**src/rtl/toaplan2_snd_mixer.sv**
```systemverilog
// toaplan2_snd_mixer: time-multiplexed NCH-channel stereo mixer with 4.4 gains,
// per-channel L/R routing, a mute fade ramp and a stretched clip flag.
// Ports: CLK96/RESET96 clock and async active-high reset; cen sample strobe;
//   ch_in/gain/pan packed per-channel controls; mute fade request;
//   left/right clamped outputs; sample update pulse; peak clip flag; busy mix flag.
// Latency: cen in cycle t -> sample pulse in cycle t+NCH+3. cen while busy is dropped.
module toaplan2_snd_mixer #(
  parameter int NCH       = 4,
  parameter int W         = 16,
  parameter int WOUT      = 16,
  parameter int PEAK_HOLD = 4800000,
  parameter int RAMP_STEP = 1
) (
  input  logic                   CLK96,
  input  logic                   RESET96,
  input  logic                   cen,
  input  logic [NCH*W-1:0]       ch_in,
  input  logic [NCH*8-1:0]       gain,
  input  logic [NCH*2-1:0]       pan,
  input  logic                   mute,
  output logic signed [WOUT-1:0] left,
  output logic signed [WOUT-1:0] right,
  output logic                   sample,
  output logic                   peak,
  output logic                   busy
);

  localparam int CL  = $clog2(NCH);
  localparam int PW  = W + 9;          // product width
  localparam int AW  = PW + CL;        // accumulator width
  localparam int SW  = AW + 10;        // scaled width (acc * 10-bit signed ramp)
  localparam int PCW = $clog2(PEAK_HOLD + 1);
  localparam logic [9:0] STEP = 10'(RAMP_STEP);
  localparam logic signed [SW-1:0] MAXV = SW'((64'sd1 <<< (WOUT - 1)) - 64'sd1);
  localparam logic signed [SW-1:0] MINV = -MAXV - SW'(1);

  // The snapshot is taken on the edge leaving IDLE, so the first ACC cycle
  // already works on shadowed inputs.
  typedef enum logic [1:0] {S_IDLE, S_ACC, S_SCALE, S_OUT} state_t;

  state_t                 r_state, w_next;
  logic [NCH*W-1:0]       r_ch_sh;
  logic [NCH*8-1:0]       r_gain_sh;
  logic [NCH*2-1:0]       r_pan_sh;
  logic [CL-1:0]          r_idx;
  logic signed [AW-1:0]   r_acc_l, r_acc_r;
  logic signed [SW-1:0]   r_sc_l, r_sc_r;
  logic [8:0]             r_ramp;
  logic [PCW-1:0]         r_pk;
  logic signed [WOUT-1:0] r_left, r_right;
  logic                   r_sample;

  logic signed [W-1:0]    w_ch;
  logic [7:0]             w_gain;
  logic [1:0]             w_pan;
  logic signed [PW-1:0]   w_chx, w_gx, w_prod;
  logic signed [AW-1:0]   w_prod_ext, w_sh_l, w_sh_r;
  logic signed [SW-1:0]   w_rampx, w_mul_l, w_mul_r;
  logic                   w_hi_l, w_lo_l, w_hi_r, w_lo_r, w_clip;
  logic signed [WOUT-1:0] w_out_l, w_out_r;
  logic [9:0]             w_ramp10;
  logic [8:0]             w_ramp_nxt;
  logic                   w_snap;

  assign w_snap = (r_state == S_IDLE) && cen;

  always_comb begin
    w_next = r_state;
    case (r_state)
      S_IDLE:  if (cen) w_next = S_ACC;
      S_ACC:   if (r_idx == CL'(NCH - 1)) w_next = S_SCALE;
      S_SCALE: w_next = S_OUT;
      S_OUT:   w_next = S_IDLE;
      default: w_next = S_IDLE;
    endcase
  end

  // Channel datapath: both operands widened to PW so the product is exact.
  assign w_ch       = r_ch_sh[int'(r_idx)*W +: W];
  assign w_gain     = r_gain_sh[int'(r_idx)*8 +: 8];
  assign w_pan      = r_pan_sh[int'(r_idx)*2 +: 2];
  assign w_chx      = {{9{w_ch[W-1]}}, w_ch};
  assign w_gx       = {{(PW-8){1'b0}}, w_gain};
  assign w_prod     = w_chx * w_gx;
  assign w_prod_ext = {{CL{w_prod[PW-1]}}, w_prod};

  // Scale: drop the 4.4 fraction, then apply the 0..256 ramp (256 = unity).
  assign w_sh_l  = r_acc_l >>> 4;
  assign w_sh_r  = r_acc_r >>> 4;
  assign w_rampx = {{(SW-9){1'b0}}, r_ramp};
  assign w_mul_l = {{10{w_sh_l[AW-1]}}, w_sh_l} * w_rampx;
  assign w_mul_r = {{10{w_sh_r[AW-1]}}, w_sh_r} * w_rampx;

  assign w_hi_l  = r_sc_l > MAXV;
  assign w_lo_l  = r_sc_l < MINV;
  assign w_hi_r  = r_sc_r > MAXV;
  assign w_lo_r  = r_sc_r < MINV;
  assign w_clip  = w_hi_l | w_lo_l | w_hi_r | w_lo_r;
  assign w_out_l = w_hi_l ? MAXV[WOUT-1:0] : (w_lo_l ? MINV[WOUT-1:0] : r_sc_l[WOUT-1:0]);
  assign w_out_r = w_hi_r ? MAXV[WOUT-1:0] : (w_lo_r ? MINV[WOUT-1:0] : r_sc_r[WOUT-1:0]);

  always_comb begin
    w_ramp10   = {1'b0, r_ramp};
    w_ramp_nxt = r_ramp;
    if (mute) w_ramp_nxt = (w_ramp10 > STEP) ? 9'(w_ramp10 - STEP) : 9'd0;
    else      w_ramp_nxt = (w_ramp10 + STEP > 10'd256) ? 9'd256 : 9'(w_ramp10 + STEP);
  end

  always_ff @(posedge CLK96 or posedge RESET96) begin
    if (RESET96) begin
      r_state   <= S_IDLE;
      r_ch_sh   <= '0;
      r_gain_sh <= '0;
      r_pan_sh  <= '0;
      r_idx     <= '0;
      r_acc_l   <= '0;
      r_acc_r   <= '0;
      r_sc_l    <= '0;
      r_sc_r    <= '0;
      r_ramp    <= '0;
      r_pk      <= '0;
      r_left    <= '0;
      r_right   <= '0;
      r_sample  <= 1'b0;
    end else begin
      r_state  <= w_next;
      r_sample <= (r_state == S_OUT);
      if (w_snap) begin
        r_ch_sh   <= ch_in;
        r_gain_sh <= gain;
        r_pan_sh  <= pan;
        r_idx     <= '0;
        r_acc_l   <= '0;
        r_acc_r   <= '0;
      end
      if (r_state == S_ACC) begin
        r_idx <= r_idx + CL'(1);
        if (w_pan[0]) r_acc_l <= r_acc_l + w_prod_ext;
        if (w_pan[1]) r_acc_r <= r_acc_r + w_prod_ext;
      end
      if (r_state == S_SCALE) begin
        r_sc_l <= w_mul_l >>> 8;
        r_sc_r <= w_mul_r >>> 8;
      end
      if (r_state == S_OUT) begin
        r_left  <= w_out_l;
        r_right <= w_out_r;
        r_ramp  <= w_ramp_nxt;
      end
      // A clip reloads the hold counter even while it is still running.
      if ((r_state == S_OUT) && w_clip) r_pk <= PCW'(PEAK_HOLD);
      else if (r_pk != '0)             r_pk <= r_pk - PCW'(1);
    end
  end

  assign left   = r_left;
  assign right  = r_right;
  assign sample = r_sample;
  assign peak   = (r_pk != '0);
  assign busy   = (r_state != S_IDLE);

endmodule

```
**config.mk**
```make
export PLATFORM = sky130hd
export DESIGN_NAME = toaplan2_snd_mixer
export DESIGN_NICKNAME = d
export VERILOG_FILES = /design/src/rtl/toaplan2_snd_mixer.sv
export SDC_FILE = /design/constraint.sdc
export NUM_CORES = 2
export LEC_CHECK = 0
export BUFFER_PORTS_ARGS = -buffer_cell sky130_fd_sc_hd__buf_2
export CAP_MARGIN = 0
export CORE_ASPECT_RATIO = 1.25
export CORE_MARGIN = 2
export CORE_UTILIZATION = 40
export CTS_CLUSTER_DIAMETER = 120
export DETAILED_ROUTE_END_ITERATION = 16
export MAX_ROUTING_LAYER = met4
export PLACE_DENSITY = 0.59
export SLEW_MARGIN = 20
export SYNTH_ARGS = -nofsm -noshare
export SYNTH_HDL_FRONTEND = slang
export SYNTH_SLANG_ARGS = --single-unit
export TNS_END_PERCENT = 10
```
**constraint.sdc**
```tcl
create_clock -name CLK96 -period 10.9 [get_ports CLK96]
set_input_delay 1.09 -clock CLK96 [delete_from_list [all_inputs] [get_ports CLK96]]
set_output_delay 1.09 -clock CLK96 [all_outputs]
set_load 0.05 [all_outputs]
```
# Word-level counts from Yosys, hierarchy flattened

Cells that the tools add are included.

Register bits: 277
Bits of input ports: 108
Output and inout port bits: 35
Logic and storage cells: 69

Add/subtract/negate cells: 6
Multiply operators: 3
$lt $le $gt $ge: 6
Eq/ne operators: 6
Shifts and indexed selects: 3
Muxes and demuxes: 20
Bitwise gates (word level): 3
Reductions and logical operators: 8

Operators with widths:

| operator              | count |
|---|---|
| $mux 27               | 6 |
| $mul 23x10->33        | 2 |
| $mux 16               | 4 |
| $shiftx 64x7->16      | 1 |
| $add 27x25->27        | 2 |
| $gt 25x16->1 const B  | 2 |
| $lt 25x16->1 const B  | 2 |
| $mux 23               | 2 |
| $shiftx 32x6->8       | 1 |
| $mux 9                | 3 |
| $mul 16x9->25         | 1 |
| $reduce_bool 23->1    | 1 |
| $sub 23x1->23 const B | 1 |
| $add 9x1->10 const B  | 1 |
| $gt 10x9->1 const B   | 1 |
| $gt 9x1->1 const B    | 1 |
| $sub 9x1->9 const B   | 1 |
| $mux 2                | 4 |
| $pmux 2 s4            | 1 |
| $shiftx 8x4->2        | 1 |
| $eq 2x2->1 const B    | 3 |
| $reduce_bool 2->1     | 3 |
| $ne 2x2->1 const B    | 2 |
| $or 1x1->1            | 3 |
| 5 further kinds       | 6 |

# Depth between registers and ports, before layout

Word-level depth: 6
Gate-level depth with buffers: 32
Gate-level depth less buffers: 29

# Worst setup path before layout

No wires, ideal clock.

Path type: register to register
Start point: reg r_idx[0]
End point: reg r_acc_r[25]
Setup time: 134 ps
Data arrival time: 7631 ps
Required time: 10766 ps
Slack: 3135 ps
Stages on the path, launching flop included: 29
Buffers on the path: 2
Period minus slack after synthesis: 7765 ps
Path through: dfrtp_1 -> clkbuf_1 -> buf_1 -> mux4_2 -> and2_1 -> fa_1 -> fa_1 -> inv_1 -> fa_1 -> fa_1 -> inv_1 -> ha_1 -> o21a_1 -> o31a_1 -> o21ai_0 -> nand2b_1 -> a21o_1 -> a21oi_1 -> xnor2_1 -> ha_1 -> and4_1 -> a211o_1 -> o311a_1 -> a211oi_1 -> o21ai_1 -> o41ai_2 -> o21ai_1 -> xnor2_1 -> o21ai_0

Longest elaborated chain between the ends: 5
Elaborated cells on any way between the ends: 7
Those cells by class: add/sub: 1; mul: 1; shift: 3; mux: 2

Ends and longest elaborated chain:

| element                                             | RTL line | source |
|---|---|---|
| start: declaration                                  | 45       | `logic [CL-1:0] r_idx;` |
| start signal: assignment                            | 137      | `r_idx <= r_idx + CL'(1);` |
| $shiftx 64x7->16 or $shiftx 32x6->8 (tied branches) | 79, 80   |  |
| $mul 16x9->25                                       | 84       | `assign w_prod = w_chx * w_gx;` |
| $add 27x25->27                                      | 139      | `if (w_pan[1]) r_acc_r <= r_acc_r + w_prod_ext;` |
| $mux 27 (*)                                         | 139      |  |
| $mux 27 (*)                                         | 136      | `if (r_state == S_ACC) begin` |
| end signal: assignment                              | 139      |  |
| end: declaration                                    | 46       | `logic signed [AW-1:0] r_acc_l, r_acc_r;` |

Mark *: on every way between the ends. The rest lies on a longest branch, timed or not.
A chain may end at the register's enable or synchronous reset.

# Worst setup path after layout

Ends and elaborated chain as after synthesis.

==> metrics.md <==
| Metric | Value |
|---|---|
| Outcome | `complete, no violations` |
| DR vias | `between 20000 and 25000` |
| Fillers | `between 7000 and 8000` |
| Asr flop ratio synth | `100%` |
| Post-synthesis sequential area ratio | `21.0%` |
| WS Path Type | `reg -> reg` |
| Worst setup margin | `2770 ps` |
| Fin nets | `4302` |
| CP arrival | `8610 ps` |
| Crit. End Element | `flop` |
| Multi-input logic area | `0.0233 mm2` |
| Placement Setup Slack | `2700 ps` |
| Die Area | `between 0.08 and 0.09 mm2` |
| Hold WC Path Type | `reg -> reg` |
| IO Pins | `143` |
| Worst rel slew slack | `32.6%` |
| Most frequent cells in the layout | `inv_1 (583), fa_1 (444), and2_1 (334), nand2_1 (307), dfrtp_1 (275)` |
| CTS tree | `built` |
| Die W | `261 um` |
| Vias in the first global route | `24300` |
| Unrepaired setup endpoints after global routing | `no` |
| Synthesized flop and latch total | `approximately 280` |
| DRT iter0 DRCs | `roughly 1200` |
| Hold_buf cts | `0` |
| Avg Cell Area, Syn | `9.59 um2` |
| TritonRoute pass-1 iters | `7` |
| Initial core utilization | `40.5%` |
| Crit start category | `flop` |
| First-pass GRT wire length | `128000 um` |
| Yosys top cell area share | `26.9%` |
| Worst-Margin Slew | `1010 ps` |
| Max-slew violation count | `0` |
| Worst skew pair latency | `580 ps` |
| Final period util | `74.6%` |
| Yosys warning total | `0` |
| Core Box Area | `0.0815 mm2` |
| Final setup vio count | `0` |
| Drt wl/cell | `16.6 um` |
| DP HPWL | `between 50000 and 60000 um` |
| TNS Setup | `0 ps` |
| Met2 Track Usage GR | `31.7%` |
| Post-synthesis cell area | `0.0330 mm2` |
| Die height | `~330 um` |
| Clock-pin slew on the worst setup and hold paths | `60 ps` |
| Setup Skew | `20.9 ps` |
| Synth top area cells | `fa_1 (27%), dfrtp_1 (21%), ha_1 (9.9%), inv_1 (6.6%), and2_1 (6.3%)` |
| CP max FO | `29` |
| Grt met1 use | `25.0%` |
| Area delta synth->final | `8.69%` |
| GP Congestion | `0.860` |
| Max-cap violations | `0` |
| Vias/cell | `around 5` |
| Layout cell share with drive strength beyond 1 | `11.9%` |
| Clk buf depth | `3` |
| Post-CTS setup repair buffer count | `0` |
| Number of port buffers | `142` |
| CTS H-tree lvls | `2` |
| Mapped Nets | `4255` |
| Num CTS Buffers | `36` |
| GR Util met3 | `2.41%` |
| Fin crit period | `8130 ps` |
| Row cnt | `117` |
| DRC | `0` |
| Largest net degree at the start of global routing | `94` |
| Detailed Route WL | `76300 um` |
| Post-Synthesis Cells | `3442` |
| # resized after CTS | `0` |
| Overall Global Routing Usage | `19.2%` |
| Post-synth EDFFs | `0` |
| Layer with the highest usage | `met2` |
| Final hold viol count | `0` |
| Primary FF master, synth | `dfrtp_1` |
| Fmax achieved | `0.123 GHz` |
| Final ANT Viol Nets | `0` |
| Worst EP required | `11380 ps` |
| Congestion Overflow GR | `0` |
| Root Driver | `clkbuf_16` |
| Initial antenna violation count | `3` |
| FF+latch area | `0.00693 mm2` |
| TritonCTS Sinks | `around 280` |
| Cell taking the most area after synthesis | `fa_1` |
| Commonest non-fill, non-tap cell in the layout | `inv_1` |
| Distinct cells, synth | `75` |
## routing by layer
metal | vias to the layer above | wire length (um)
met1 | 11700 | 34500
met2 | 407 | 36900
met5 | - | 0
li1 | 11100 | -
met4 | 0 | 2030
met3 | 103 | 2860
## cell type report
| type | instances | share of cell area (%) |
|---|---|---|
| Tap cell | 1071 | 3.74 |
| Sequential cell | 277 | 19.3 |
| Inverter | 584 | 6.13 |
| Clock inverter | 15 | 0.516 |
| Clock buffer | 46 | 2.78 |
| Multi-Input combinational cell | 2423 | 65.0 |
| Timing Repair Buffer | 167 | 2.50 |
| Antenna cell | 3 | 0.0209 |
## state kept, by name (all words and copies together) (netlist names)
| register | cells |
|---|---|
| r_sc_l | 25 |
| r_gain_sh | 32 |
| r_ch_sh | 64 |
| r_ramp | 9 |
| r_pk | 23 |
| r_pan_sh | 8 |
| sample | 1 |
| r_idx | 2 |
| left | 16 |
| r_acc_l | 27 |
| r_sc_r | 25 |
| right | 16 |
| r_state | 2 |
| r_acc_r | 27 |
## cell usage after synthesis, drive strengths merged (40+ instances only)
cell type	count
a21o	40
a21oi	143
and2	335
buf	47
clkbuf	111
dfrtp	277
fa	444
ha	261
inv	584
mux2	144
nand2	308
nand3	81
nor2	106
o21ai	117
xnor2	92
xor2	43
## path summary, 6_finish.rpt
check / start / to / slack (ps) / cells past startpoint
max in group asynchronous: RESET96 / r_ramp[4] / 8040 / 4
hold / removal: r_sc_l[11] / r_sc_l[11] / 480 / 2
min in group asynchronous: RESET96 / r_gain_sh[22] / 610 / 2
hold reg to reg: r_sc_l[11] / r_sc_l[11] / 480 / 2
setup reg to reg: r_idx[0] / r_acc_r[25] / 2770 / 26
setup / recovery: r_idx[0] / r_acc_r[25] / 2770 / 26
## worst max-delay path, cell delays in order (launching register included)
cell	delay, ps
dfrtp_2	930
mux4_2	770
and2_1	240
fa_1	400
fa_1	540
inv_1	50
fa_1	460
fa_1	540
inv_1	40
ha_1	330
o21a_1	220
o31a_1	110
o21ai_0	150
nand2b_1	100
a21o_1	180
a21oi_1	180
xnor2_1	260
ha_1	370
and4_1	230
a211o_1	310
o311a_1	350
a211oi_1	360
o21ai_1	160
o41ai_2	330
o21ai_1	140
xnor2_1	130
o21ai_0	150
## stage by stage
stage	instances	instance area, um2	utilization [%]	hold slack, ps
2_1_floorplan	3442	33000	-	446
3_3_place_gp	4522	34700	42.5	459
3_5_place_dp	4522	34700	42.5	474
4_1_cts	4583	35900	44.0	488
5_1_grt	4586	35900	44.0	514
6_report	4586	35900	44.0	482
## logic make-up after synthesis
| logic type | share of synthesized area, % |
|---|---|
| xor gates and xnor gates | 3.58 |
| AOI/OAI and AO/OA | 8.41 |
| muxes | 6.75 |
| adders and majority gates | 36.8 |
| buffers and inverters | 8.48 |
| DFF | 21.0 |
| and+or+nand+nor | 15.0 |
Power is left out: the tool's default activity adds up to more than one toggle a clock period on the data nets, which glitch-free logic cannot reach.
